`src/rtl/shifter_right_seq_if.sv`:
```
// Request/response bundle for the sequential right shifter.
// master drives the request, slave (the shifter) returns the status and result.
interface shifter_right_seq_if #(
  parameter int unsigned WIDTH = 16,
  parameter int unsigned SHW   = 4
);
  logic             start;
  logic [WIDTH-1:0] operand;
  logic [SHW-1:0]   amount;
  logic             arith;
  logic             busy;
  logic             done;
  logic [WIDTH-1:0] result;

  modport master (
    output start, operand, amount, arith,
    input  busy, done, result
  );

  modport slave (
    input  start, operand, amount, arith,
    output busy, done, result
  );
endinterface

```
`src/rtl/shifter_right_seq.sv`:
```
// Multi-cycle right shifter: one bit per clock, logical or arithmetic fill.
// Result and a one-cycle done pulse appear amount+1 cycles after the accepting edge.
module shifter_right_seq #(
  parameter int unsigned WIDTH = 16,
  parameter int unsigned SHW   = 4
) (
  input logic              clk,
  input logic              rst_n,
  shifter_right_seq_if.slave bus
);

  typedef enum logic {
    IDLE  = 1'b0,
    SHIFT = 1'b1
  } state_t;

  state_t           state;
  logic [WIDTH-1:0] sr;
  logic [SHW-1:0]   cnt;
  logic             fill;
  logic             busy_q;
  logic             done_q;
  logic [WIDTH-1:0] result_q;

  // Data ports are sampled only on the accepting edge; done is a single-cycle pulse.
  always_ff @(posedge clk or negedge rst_n) begin
    if (!rst_n) begin
      state    <= IDLE;
      sr       <= '0;
      cnt      <= '0;
      fill     <= 1'b0;
      busy_q   <= 1'b0;
      done_q   <= 1'b0;
      result_q <= '0;
    end else begin
      done_q <= 1'b0;
      case (state)
        IDLE: begin
          if (bus.start) begin
            sr     <= bus.operand;
            cnt    <= bus.amount;
            fill   <= bus.arith & bus.operand[WIDTH-1];
            busy_q <= 1'b1;
            state  <= SHIFT;
          end
        end
        SHIFT: begin
          if (cnt != '0) begin
            sr  <= {fill, sr[WIDTH-1:1]};
            cnt <= cnt - SHW'(1);
          end else begin
            result_q <= sr;
            done_q   <= 1'b1;
            busy_q   <= 1'b0;
            state    <= IDLE;
          end
        end
        default: state <= IDLE;
      endcase
    end
  end

  assign bus.busy   = busy_q;
  assign bus.done   = done_q;
  assign bus.result = result_q;

endmodule
```
`src/flat_wrapper.sv`:
```
// flat-port wrapper written by rule: the top's interface ports become plain ports
module shifter_right_seq_flat 
#(
  parameter int unsigned WIDTH = 16,
  parameter int unsigned SHW   = 4
)
  (clk, rst_n, bus_start, bus_operand, bus_amount, bus_arith, bus_busy, bus_done, bus_result);
  shifter_right_seq_if #(.WIDTH(WIDTH), .SHW(SHW)) bus_i ();
  input logic clk;
  input logic rst_n;
  input wire logic [$bits(bus_i.start)-1:0] bus_start;
  input wire logic [$bits(bus_i.operand)-1:0] bus_operand;
  input wire logic [$bits(bus_i.amount)-1:0] bus_amount;
  input wire logic [$bits(bus_i.arith)-1:0] bus_arith;
  output wire logic [$bits(bus_i.busy)-1:0] bus_busy;
  output wire logic [$bits(bus_i.done)-1:0] bus_done;
  output wire logic [$bits(bus_i.result)-1:0] bus_result;
  assign bus_i.start = bus_start;
  assign bus_i.operand = bus_operand;
  assign bus_i.amount = bus_amount;
  assign bus_i.arith = bus_arith;
  assign bus_busy = bus_i.busy;
  assign bus_done = bus_i.done;
  assign bus_result = bus_i.result;
  shifter_right_seq #(.WIDTH(WIDTH), .SHW(SHW)) u_core (.clk(clk), .rst_n(rst_n), .bus(bus_i));
endmodule
```
`config.mk`:
```
export PLATFORM = sky130hd
export DESIGN_NAME = shifter_right_seq_flat
export DESIGN_NICKNAME = d
export VERILOG_FILES = /design/src/rtl/shifter_right_seq_if.sv /design/src/rtl/shifter_right_seq.sv /design/src/flat_wrapper.sv
export SDC_FILE = /design/constraint.sdc
export NUM_CORES = 1
export LEC_CHECK = 0
export ABC_AREA = 1
export BUFFER_PORTS_ARGS = -buffer_cell sky130_fd_sc_hd__buf_2
export CAP_MARGIN = 20
export CORE_MARGIN = 4
export CORE_UTILIZATION = 50
export CTS_BUF_LIST = sky130_fd_sc_hd__clkbuf_4 sky130_fd_sc_hd__clkbuf_8
export DETAILED_ROUTE_END_ITERATION = 10
export GPL_ROUTABILITY_DRIVEN = 0
export GPL_TIMING_DRIVEN = 0
export PLACE_DENSITY_LB_ADDON = 0.08
export SYNTH_ARGS = -nofsm -noshare
export SYNTH_HDL_FRONTEND = slang
export SYNTH_SLANG_ARGS = --single-unit
export TNS_END_PERCENT = 100
```
`constraint.sdc`:
```
create_clock -name clk -period 1.6 [get_ports clk]
set_input_delay 0.16 -clock clk [delete_from_list [all_inputs] [get_ports clk]]
set_output_delay 0.16 -clock clk [all_outputs]
set_load 0.01 [all_outputs]
```
Word level (Yosys, flattened, before mapping)
Cells that the tools add are included.
W data, S select, Z words.
- output and inout port bits: 18
- bits in registers: 40
- input port bits: 24
- add/sub/neg operators: 1
- equal/unequal tests: 3
- reduce and logical (&&, ||, !) cells: 5
- bitwise logic cells: 3
- mux-type cells: 14
- operator list (kind ; number):
    $mux W16 ; 2
    $pmux W16 S2 ; 1
    $mux W4 ; 2
    $pmux W4 S2 ; 1
    $reduce_and A2 Y1 ; 4
    $mux W1 ; 6
    $ne A2 B2 Y1 const B ; 3
    $pmux W1 S2 ; 2
    $reduce_bool A4 Y1 ; 1
    $sub A4 B1 Y4 const B ; 1
    $not A1 Y1 ; 2
    $and A1 B1 Y1 ; 1

Depth between registers and ports, before layout
Gate-level depths: netlist of run 1.
- word-level depth: 3
- gate-level depth with buffers: 9
- gate-level depth less buffers: 9

Least setup slack after synthesis of run 1
Ideal clock, no wire load.
- path kind: register to register
- start point: register u_core.cnt[0]
- end point: register u_core.result_q[12], in the netlist u_core.bus.result[12]
- arrival time: 1.236 ns
- period minus slack after synthesis: 1.353 ns
- path slack: 0.247 ns
- cell stages (with the launch flop): 10
- cells stage by stage: dfrtp_1 > inv_1 > ha_1 > inv_1 > nor2_1 > nand2_4 > buf_6 > buf_6 > nand2_1 > nand2_1
- word-level cells in the longest chain between the ends: 3
- RTL lines (what ; line ; source):
    start: declaration ; shifter_right_seq.sv:19 ; logic [SHW-1:0] cnt;
    start signal: assignment ; shifter_right_seq.sv:41 ; cnt <= bus.amount;
    start signal: assignment ; shifter_right_seq.sv:50 ; cnt <= cnt - SHW'(1);
    $reduce_bool A4 Y1 ; shifter_right_seq.sv:48 ; if (cnt != '0) begin
    $not A1 Y1 (no source line) ; -- ;
    $reduce_and A2 Y1 (no source line) ; -- ;
    end signal: assignment ; shifter_right_seq.sv:52 ; result_q <= sr;
    end: declaration ; shifter_right_seq.sv:23 ; logic [WIDTH-1:0] result_q;
Every way passes these cells.
A chain may end at the register's enable or synchronous reset.

Worst setup path after layout of run 1
Ends and elaborated chain as after synthesis.

==> results of run 1 <==
cells by family after synthesis:
kind of cell,synth area share [%]
fa+ha+maj,0.6929
compound gates,15.52
simple gates,19.13
flops,55.44
buf+inv,9.217
metal layers:
metal  vias up  track usage, %  part of all wire (%)
met5         -               0                     0
met4         0           5.955                   1.1
met3         4           5.090                   5.8
met2        35           27.32                    46
met1       666           25.03                    47
li1        742               -                     -
state kept, by name, indices dropped and copies added (netlist names):
register	count
u_core.bus.done	1
u_core.bus.result	16
u_core.cnt	4
u_core.fill	1
u_core.sr	16
u_core.state	1
u_core.bus.busy	1
placed cells by master (no fill, tap or decap):
cell           netlist  final
nand2_1             67     67
buf_2                2     43
o21ai_0             41     41
dfrtp_1             40     40
inv_1               19     19
buf_6                6      6
o21ai_2              6      6
nor2_1               7      6
clkbuf_4             0      6
o21ai_1              3      3
nand3_1              3      3
or2_2                3      3
nand2_4              2      2
clkbuf_1             2      2
nor2_2               0      1
inv_4                1      1
nor2_4               1      1
inv_2                1      1
o21a_1               1      1
ha_1                 1      1
clkinv_2             0      1
dlygate4sd3_1        0      1
report_power, final:
| group | leakage, nW | internal [W] | switching, W |
|---|---|---|---|
| Combinational | 0.601 | 0.000841 | 0.00125 |
| Sequential | 0.491 | 0.00151 | 0.000258 |
| Clock | 0.0315 | 0.000179 | 0.000312 |
final timing paths:
kind | start | endpoint | slack (ns) | cells past startpoint
worst max-delay path | u_core.cnt[0] | u_core.bus.result[12] | 0.18 | 9
worst min-delay path | bus_arith | u_core.fill | 0.05 | 3
worst max register to register | u_core.cnt[0] | u_core.bus.result[12] | 0.18 | 9
worst min register to register | u_core.sr[0] | u_core.bus.result[0] | 0.48 | 2
max in group asynchronous | rst_n | u_core.sr[15] | 0.60 | 2
min in group asynchronous | rst_n | u_core.bus.busy | 0.45 | 2
final cells by class:
class	instances	area [um2]	share of cell area (%)
Clock inverter	1	5.005	0.2349
Clock buffer	6	45.04	2.114
Buffer	10	85.08	3.993
Sequential cell	40	1001	46.98
Inverter	21	81.33	3.817
Tap cell	46	57.56	2.701
Timing Repair Buffer	42	215.2	10.10
Multi-Input combinational cell	135	640.6	30.06
worst register-to-register path, delay by kind of cell (launching register included):
kind,cells,cell delay [ns]
buffers and inverters,4,0.46
flip-flops,1,0.39
adder cells (fa/ha/maj),1,0.18
AND/OR/NAND/NOR,4,0.30
metrics by stage:
stage | total power, W | std cells | worst slack (ns) | utilization, %
after floorplan | 0.003286 | 206 | 0.2471 | -
after detailed placement | 0.003901 | 293 | 0.1376 | 60.55
final | 0.004351 | 301 | 0.1754 | 62.38
after global routing | 0.004797 | 301 | 0.01805 | 62.38
after CTS | 0.004392 | 301 | 0.1078 | 62.31
after global placement | 0.003843 | 293 | 0.1376 | 60.55
timing repair:
item | CTS | global route
setup buffers | 0 | 0
hold endpoints to repair | 40 | 0
endpoints found under the setup margin | 0 | 14
hold buffers | 1 | 0
gates resized for setup | 0 | 1
==> flow_metrics.py, run 1 <==
metrics = {
    "synth": {
        "synth_nets": 231,
        "synth_edf_count": 0,
        "yosys-top-cells-count": "nand2_1, o21ai_0, dfrtp_1",
        "async_flop_share_pct": 100.0,
        "netlist-cell-type-count": 18,
        "syn_inst": 206,
        "yosysWarnings": 0,
        "synth_area_leaders": "dfrtp_1, nand2_1, o21ai_0, inv_1, buf_6",
        "syn_area_mm2": 0.001805,
        "synth_ff_type": "dfrtp_1",
        "yosysSeqAreaShare_pct": 55.44,
        "synth_top_cell_by_area": "dfrtp_1",
        "yosysMostFrequentCell": "nand2_1",
        "syn_avg_cell_area_um2": 8.764,
        "ys_seq_elements": 40,
        "synth_top_area_share_pct": 55.44,
    },
    "clocking": {
        "cts_root_buffer": "clkbuf_4",
        "cts.sinks": 40,
        "cts_inserted_buffers": 5,
        "clock_latency_ns": 0.34,
        "cts_buffer_depth": 2,
        "tritoncts": "built",
        "path_clk_slew_ns": 0.11,
        "htreeDepth": 2,
    },
    "grt": {
        "grtUsageTotal_pct": 18.06,
        "grt_pass1_vias": 1353,
        "grt_max_degree": 41,
        "antenna_found_initial": 0,
        "grt_pass1_wl_um": 6147,
        "grt_overflow_total": 0,
    },
    "route": {
        "via_per_inst": 4.807,
        "avgRoutedWirePerCell_um": 12.06,
        "dr.first_iter.drc_count": 104,
        "wl_um": 3631,
        "ant_nets": 0,
        "drt_first_pass_iters": 4,
        "dr_total_vias": 1447,
        "drc_errors": 0,
    },
    "job": {
        "timing.max_cap.violations": 0,
    },
    "power_and_ir_drop": {
        "vdd_drop_max_v": 0.001102,
        "leakage_nw": 1.123,
        "powerDensity_mw_per_mm2": 2042,
    },
    "timing": {
        "fmax_mhz": 701.9,
        "period_share_pct": 89.04,
        "layout_min_cycle_time_ns": 1.425,
        "slew_violations": 0,
        "finalSetupViolations": 0,
        "worst_slew_margin_rel_pct": 42.43,
        "rsz0062_at_grt": "false",
        "hold_viol_final": 0,
        "timing.hold.ws_ns": 0.05195,
        "setup_tns_ns": 0,
        "tightest_slew_ns": 0.8635,
        "finalClockSkew_ns": 0.007632,
    },
    "floorplanning": {
        "die_h_um": 68.09,
        "initial_utilization_pct": 52.86,
        "die-area_mm2": 0.004636,
        "die_w_um": 68.09,
        "pin_count": 42,
        "row_count": 21,
        "core_mm2": 0.003416,
    },
    "critical_path": {
        "startpoint_type": "flop",
        "criticalPathCategory": "reg -> reg",
        "end_kind": "flop",
        "crit_path_max_fanout": 10,
        "worstPathRequired_ns": 1.85,
        "critPathSlowestCell": "dfrtp_1",
        "critPathTopFamily": "buffers and inverters",
        "worstPathCellList": "inv_1, ha_1, inv_1, nor2_2, nand2_4, buf_6, buf_6, nand2_1, nand2_1",
        "cp.arrival_ns": 1.67,
        "critical_path_buf_inv_count": 4,
        "max_stage_delay_ns": 0.39,
    },
    "cells_and_area": {
        "finalInstanceArea_mm2": 0.002131,
        "drive_gt1_share_pct": 27.84,
        "fillers": 308,
        "antenna-diode-count": 0,
        "fin_nets": 280,
        "syn2layout_area_growth_pct": 18.02,
    },
    "place": {
        "place.port_buffers": 41,
        "dpl_cell_area_mm2": 0.002068,
        "dp_hpwl_um": 2594,
    },
    "min_path": {
        "worst_hold_path_type": "in -> reg",
    },
    "status": {
        "status": "finished clean",
    },
}
Power figures use the tool's default switching activity.
==> inputs of run 2 (changes only) <==
Clock period 1.6 ns to 1.4 ns, I/O delays scaled along.
==> flow_metrics.py, run 2 (synthesis results as in run 1) <==
metrics = {
    "status": {
        "status": "finished clean",
    },
    "critical_path": {
        "worstPathCellList": "inv_1, ha_2, inv_2, nor2_4, nand2_4, buf_8, nand2_1, o21ai_0",
        "startpoint_type": "flop",
        "critPathSlowestCell": "dfrtp_1",
        "critPathTopFamily": "flip-flops",
        "worstPathRequired_ns": 1.63,
        "end_kind": "flop",
        "cp.arrival_ns": 1.59,
        "rrSetupSlack_ns": 0.03,
        "max_stage_delay_ns": 0.42,
        "r2r_cells": 8,
        "crit_cells": 8,
        "crit_start": "u_core.cnt[1]",
        "reg2reg_from": "u_core.cnt[1]",
        "criticalPathCategory": "reg -> reg",
        "critical_path_buf_inv_count": 3,
        "crit_path_max_fanout": 19,
    },
    "cells_and_area": {
        "layout_commonest_cell": "nand2_1",
        "final_cell_mix": "nand2_1, buf_2, dfrtp_1, o21ai_0, o21ai_1",
        "fin_nets": 286,
        "drive_gt1_share_pct": 34.10,
        "syn2layout_area_growth_pct": 27.23,
        "antenna-diode-count": 0,
    },
    "route": {
        "dr_total_vias": 1502,
        "avgRoutedWirePerCell_um": 13.07,
        "via_per_inst": 4.893,
        "ant_nets": 0,
        "drt_first_pass_iters": 4,
        "dr.first_iter.drc_count": 131,
        "drc_errors": 0,
        "wl_um": 4014,
    },
    "floorplanning": {
        "row_count": 21,
        "pin_count": 42,
        "die_h_um": 68.09,
        "die_w_um": 68.09,
        "core_mm2": 0.003416,
        "initial_utilization_pct": 52.86,
        "die-area_mm2": 0.004636,
    },
    "timing": {
        "finalSetupViolations": 0,
        "fmax_mhz": 731.2,
        "finalClockSkew_ns": 0.009093,
        "worst_slew_margin_rel_pct": 40.95,
        "slew_violations": 0,
        "hold_viol_final": 0,
        "setup_tns_ns": 0,
        "layout_min_cycle_time_ns": 1.368,
        "rsz0062_at_grt": "true",
        "period_share_pct": 97.69,
        "tightest_slew_ns": 0.8857,
        "fin_ws_ns": 0.03233,
    },
    "clocking": {
        "tritoncts": "built",
        "cts.sinks": 40,
        "cts_root_buffer": "clkbuf_4",
        "clock_latency_ns": 0.35,
        "path_clk_slew_ns": 0.11,
        "cts_buffer_depth": 2,
        "cts_inserted_buffers": 5,
        "htreeDepth": 2,
    },
    "grt": {
        "grt_pass1_wl_um": 6072,
        "grt_max_degree": 41,
        "met2_usage_pct": 26.84,
        "top_usage_layer": "met2",
        "grt_overflow_total": 0,
        "use_met1_pct": 24.71,
        "grtUsageTotal_pct": 17.82,
        "grt_pass1_vias": 1344,
        "grt_util_met3_pct": 5.090,
        "antenna_found_initial": 0,
    },
    "power_and_ir_drop": {
        "p_int_w": 0.003304,
        "leakage_nw": 1.190,
        "power.switching_w": 0.002345,
        "sequentialPowerShare_pct": 36.4,
        "powerDensity_mw_per_mm2": 2459,
        "combPwrFrac_pct": 53.6,
        "power_w": 0.005649,
        "pwr-share-clk_pct": 10.0,
        "vdd_drop_max_v": 0.001213,
        "power_switching_share_pct": 41.51,
    },
    "min_path": {
        "worstHoldStart": "bus_arith",
        "worst_hold_path_type": "in -> reg",
        "holdPathStages": 3,
    },
    "place": {
        "dp_hpwl_um": 2594,
        "place.port_buffers": 41,
        "place_ws_ns": -0.06236,
    },
    "job": {
        "timing.max_cap.violations": 0,
    },
}
run 2: cell count changes in the layout (fill, tap and decap cells not counted), moves of 4 or more:
cell     before  now
buf_8         0    4
nand2_1      67   61
o21ai_1       3   17
o21ai_0      41   26
buf_6         6    1
nand2_2       0    6
run 2: worst reg2reg max path, cell delays in order, from the launching register on:
cell and delay, ns:
dfrtp_1 0.42, inv_1 0.07, ha_2 0.18, inv_2 0.05, nor2_4 0.10, nand2_4 0.10, buf_8 0.18, nand2_1 0.08
o21ai_0 0.08
run 2: layer usage:
| metal | share of wire [%] | up-vias |
|---|---|---|
| li1 | - | 761 |
| met1 | 46 | 702 |
| met2 | 47 | 34 |
| met3 | 6.0 | 5 |
| met4 | 1.2 | 0 |
| met5 | 0 | - |
run 2: what timing repair did:
item                                    in CTS  in global routing
endpoints found under the setup margin      33                 37
setup buffers                                0                  3
gates resized for setup                      3                 35
gates cloned                                 0                  4
hold endpoints to repair                    40                  0
pin swaps                                    1                  3
hold buffers                                 1                  0
run 2: final cells by class:
| class | instances | area [um2] |
|---|---|---|
| fill | 285 | 1119 |
| tap | 46 | 57.56 |
| inverter | 21 | 83.83 |
| buffer | 9 | 92.59 |
| sequential | 40 | 1001 |
| timing repair buffer | 48 | 325.3 |
| multi-input combinational | 136 | 686.9 |
| clock inverter | 1 | 5.005 |
| clock buffer | 6 | 45.04 |
run 2: path summary, 6_finish.rpt:
path | to
worst max-delay path | u_core.bus.result[11]
worst min-delay path | u_core.fill
worst max register to register | u_core.bus.result[11]
worst min register to register | u_core.bus.result[0]
max in group asynchronous | u_core.sr[0]
min in group asynchronous | u_core.sr[12]
run 2: through the flow:
stage | instances | util [%] | hold slack [ns] | area, um2
finish | 307 | 67.25 | 0.02292 | 2297
global route | 307 | 67.25 | 0.06085 | 2297
floorplan | 206 | - | -0.1556 | 1805
global placement | 293 | 60.55 | 0.3095 | 2068
detailed placement | 293 | 60.55 | 0.3059 | 2068
CTS | 300 | 62.31 | 0.02632 | 2128
run 2: power by group through the flow:
stage / registers (W) / logic (W) / clock network [W]
after global routing: 0.00212 / 0.00340 / 0.000626
after floorplan: 0.00211 / 0.00164 / 0
after CTS: 0.00202 / 0.00242 / 0.000578
after detailed placement: 0.00204 / 0.00242 / 0
final: 0.00205 / 0.00303 / 0.000567
after global placement: 0.00202 / 0.00237 / 0
==> inputs of run 3 (changes only) <==
Settings changed: CTS_BUF_LIST sky130_fd_sc_hd__clkbuf_4 sky130_fd_sc_hd__clkbuf_8 to sky130_fd_sc_hd__clkbuf_8 sky130_fd_sc_hd__clkbuf_16.
==> flow_metrics.py, run 3 (synthesis results as in run 1) <==
metrics = {
    "route": {
        "drt_first_pass_iters": 4,
        "via_per_inst": 4.915,
        "dr.first_iter.drc_count": 138,
        "ant_nets": 0,
        "drc_errors": 0,
        "avgRoutedWirePerCell_um": 13.12,
        "wl_um": 4015,
        "dr_total_vias": 1504,
    },
    "timing": {
        "finalSetupViolations": 0,
        "rsz0062_at_grt": "true",
        "hold_viol_final": 0,
        "setup_tns_ns": 0,
        "fmax_mhz": 731.1,
        "finalClockSkew_ns": 0.007147,
        "period_share_pct": 97.70,
        "layout_min_cycle_time_ns": 1.368,
        "tightest_slew_ns": 0.8813,
        "slew_violations": 0,
        "worst_slew_margin_rel_pct": 41.25,
    },
    "critical_path": {
        "max_stage_delay_ns": 0.38,
        "worstPathCellList": "inv_1, ha_2, inv_2, nor2_4, nand2_4, nand2_8, clkbuf_16, nand2_1, o21ai_0",
        "worstPathRequired_ns": 1.57,
        "critPathTopFamily": "flip-flops",
        "critPathSlowestCell": "dfrtp_1",
        "critical_path_buf_inv_count": 3,
        "cp.arrival_ns": 1.54,
        "end_kind": "flop",
        "startpoint_type": "flop",
        "crit_path_max_fanout": 5,
        "rrSetupSlack_ns": 0.03,
        "criticalPathCategory": "reg -> reg",
    },
    "cells_and_area": {
        "layout_commonest_cell": "nand2_1",
        "final_cell_mix": "nand2_1, buf_2, dfrtp_1, o21ai_0, inv_1",
        "drive_gt1_share_pct": 31.15,
        "syn2layout_area_growth_pct": 27.44,
        "fin_nets": 285,
        "antenna-diode-count": 0,
    },
    "floorplanning": {
        "core_mm2": 0.003416,
        "pin_count": 42,
        "row_count": 21,
        "die_h_um": 68.09,
        "die-area_mm2": 0.004636,
        "die_w_um": 68.09,
        "initial_utilization_pct": 52.86,
    },
    "power_and_ir_drop": {
        "power_w": 0.005697,
        "vdd_drop_max_v": 0.001176,
        "powerDensity_mw_per_mm2": 2476,
        "leakage_nw": 1.194,
    },
    "grt": {
        "grt_pass1_vias": 1342,
        "grt_overflow_total": 0,
        "grt_max_degree": 41,
        "grtUsageTotal_pct": 17.71,
        "grt_pass1_wl_um": 6058,
        "antenna_found_initial": 0,
    },
    "place": {
        "dp_hpwl_um": 2594,
        "place.port_buffers": 41,
    },
    "clocking": {
        "path_clk_slew_ns": 0.07,
        "cts_inserted_buffers": 5,
        "cts_buffer_depth": 2,
        "htreeDepth": 2,
        "cts_root_buffer": "clkbuf_8",
        "clock_latency_ns": 0.29,
        "tritoncts": "built",
        "cts.sinks": 40,
    },
    "status": {
        "status": "finished clean",
    },
    "job": {
        "timing.max_cap.violations": 0,
    },
    "min_path": {
        "worst_hold_path_type": "in -> reg",
    },
}
## run 3: changes by cell type in the layout (fill, tap and decap cells not counted), sizes merged
cell,before,now
inv,21,22
buf,51,49
## run 3: layout make-up
class	instances	area (um2)
fill	280	1115
clock inverter	2	8.758
tap	46	57.56
buffer	9	92.59
multi-input combinational	136	670.6
timing repair buffer	47	317.8
clock buffer	5	68.82
inverter	21	83.83
sequential	40	1001
## run 3: final timing paths
kind	startpoint	end	cells after the start
hold / removal	bus_arith	u_core.fill	3
setup / recovery	u_core.cnt[1]	u_core.sr[6]	9
setup reg to reg	u_core.cnt[1]	u_core.sr[6]	9
hold reg to reg	u_core.sr[0]	u_core.bus.result[0]	2
max in group asynchronous	rst_n	u_core.sr[0]	2
min in group asynchronous	rst_n	u_core.bus.result[0]	2
## run 3: tightest hold or removal path, cell delays in order
cell and delay [ns]:
buf_2 0.07, nand3_1 0.06, o21ai_0 0.07
## run 3: layer usage
layer / up-vias / share of wire [%] / track usage, %
met4: 0 / 0.85 / 4.467
met5: - / 0 / 0
met2: 34 / 47 / 26.59
met1: 709 / 47 / 24.92
li1: 757 / - / -
met3: 4 / 5.2 / 5.583
## run 3: repair_timing
| action | 4_1_cts | 5_1_grt |
|---|---|---|
| pin swaps | 1 | 3 |
| cloned | 0 | 4 |
| setup buffers | 0 | 2 |
| hold buffers | 1 | 0 |
| endpoints found under the hold margin | 11 | 0 |
| endpoints found under the setup margin | 31 | 37 |
| resized for setup | 3 | 23 |
## run 3: metrics by stage
step                      utilization (%)  instance area, um2  cells  setup WS [ns]  hold slack (ns)
final                               67.36                2301    306        0.03214          0.09140
after global placement              60.55                2068    293       -0.06241           0.3095
after global routing                67.36                2301    306       -0.04380           0.1299
after detailed placement            60.55                2068    293       -0.06236           0.3059
after floorplan                         -                1805    206        0.04710          -0.1556
after CTS                           63.11                2156    300        0.01338          0.09639
## run 3: report_power, final
part           internal (W)  leakage, nW  switching, W  total (W)
logic               0.00132        0.658       0.00162    0.00294
clock network      0.000332       0.0452      0.000377   0.000709
registers           0.00173        0.491      0.000317    0.00205
total               0.00338         1.19       0.00231    0.00570
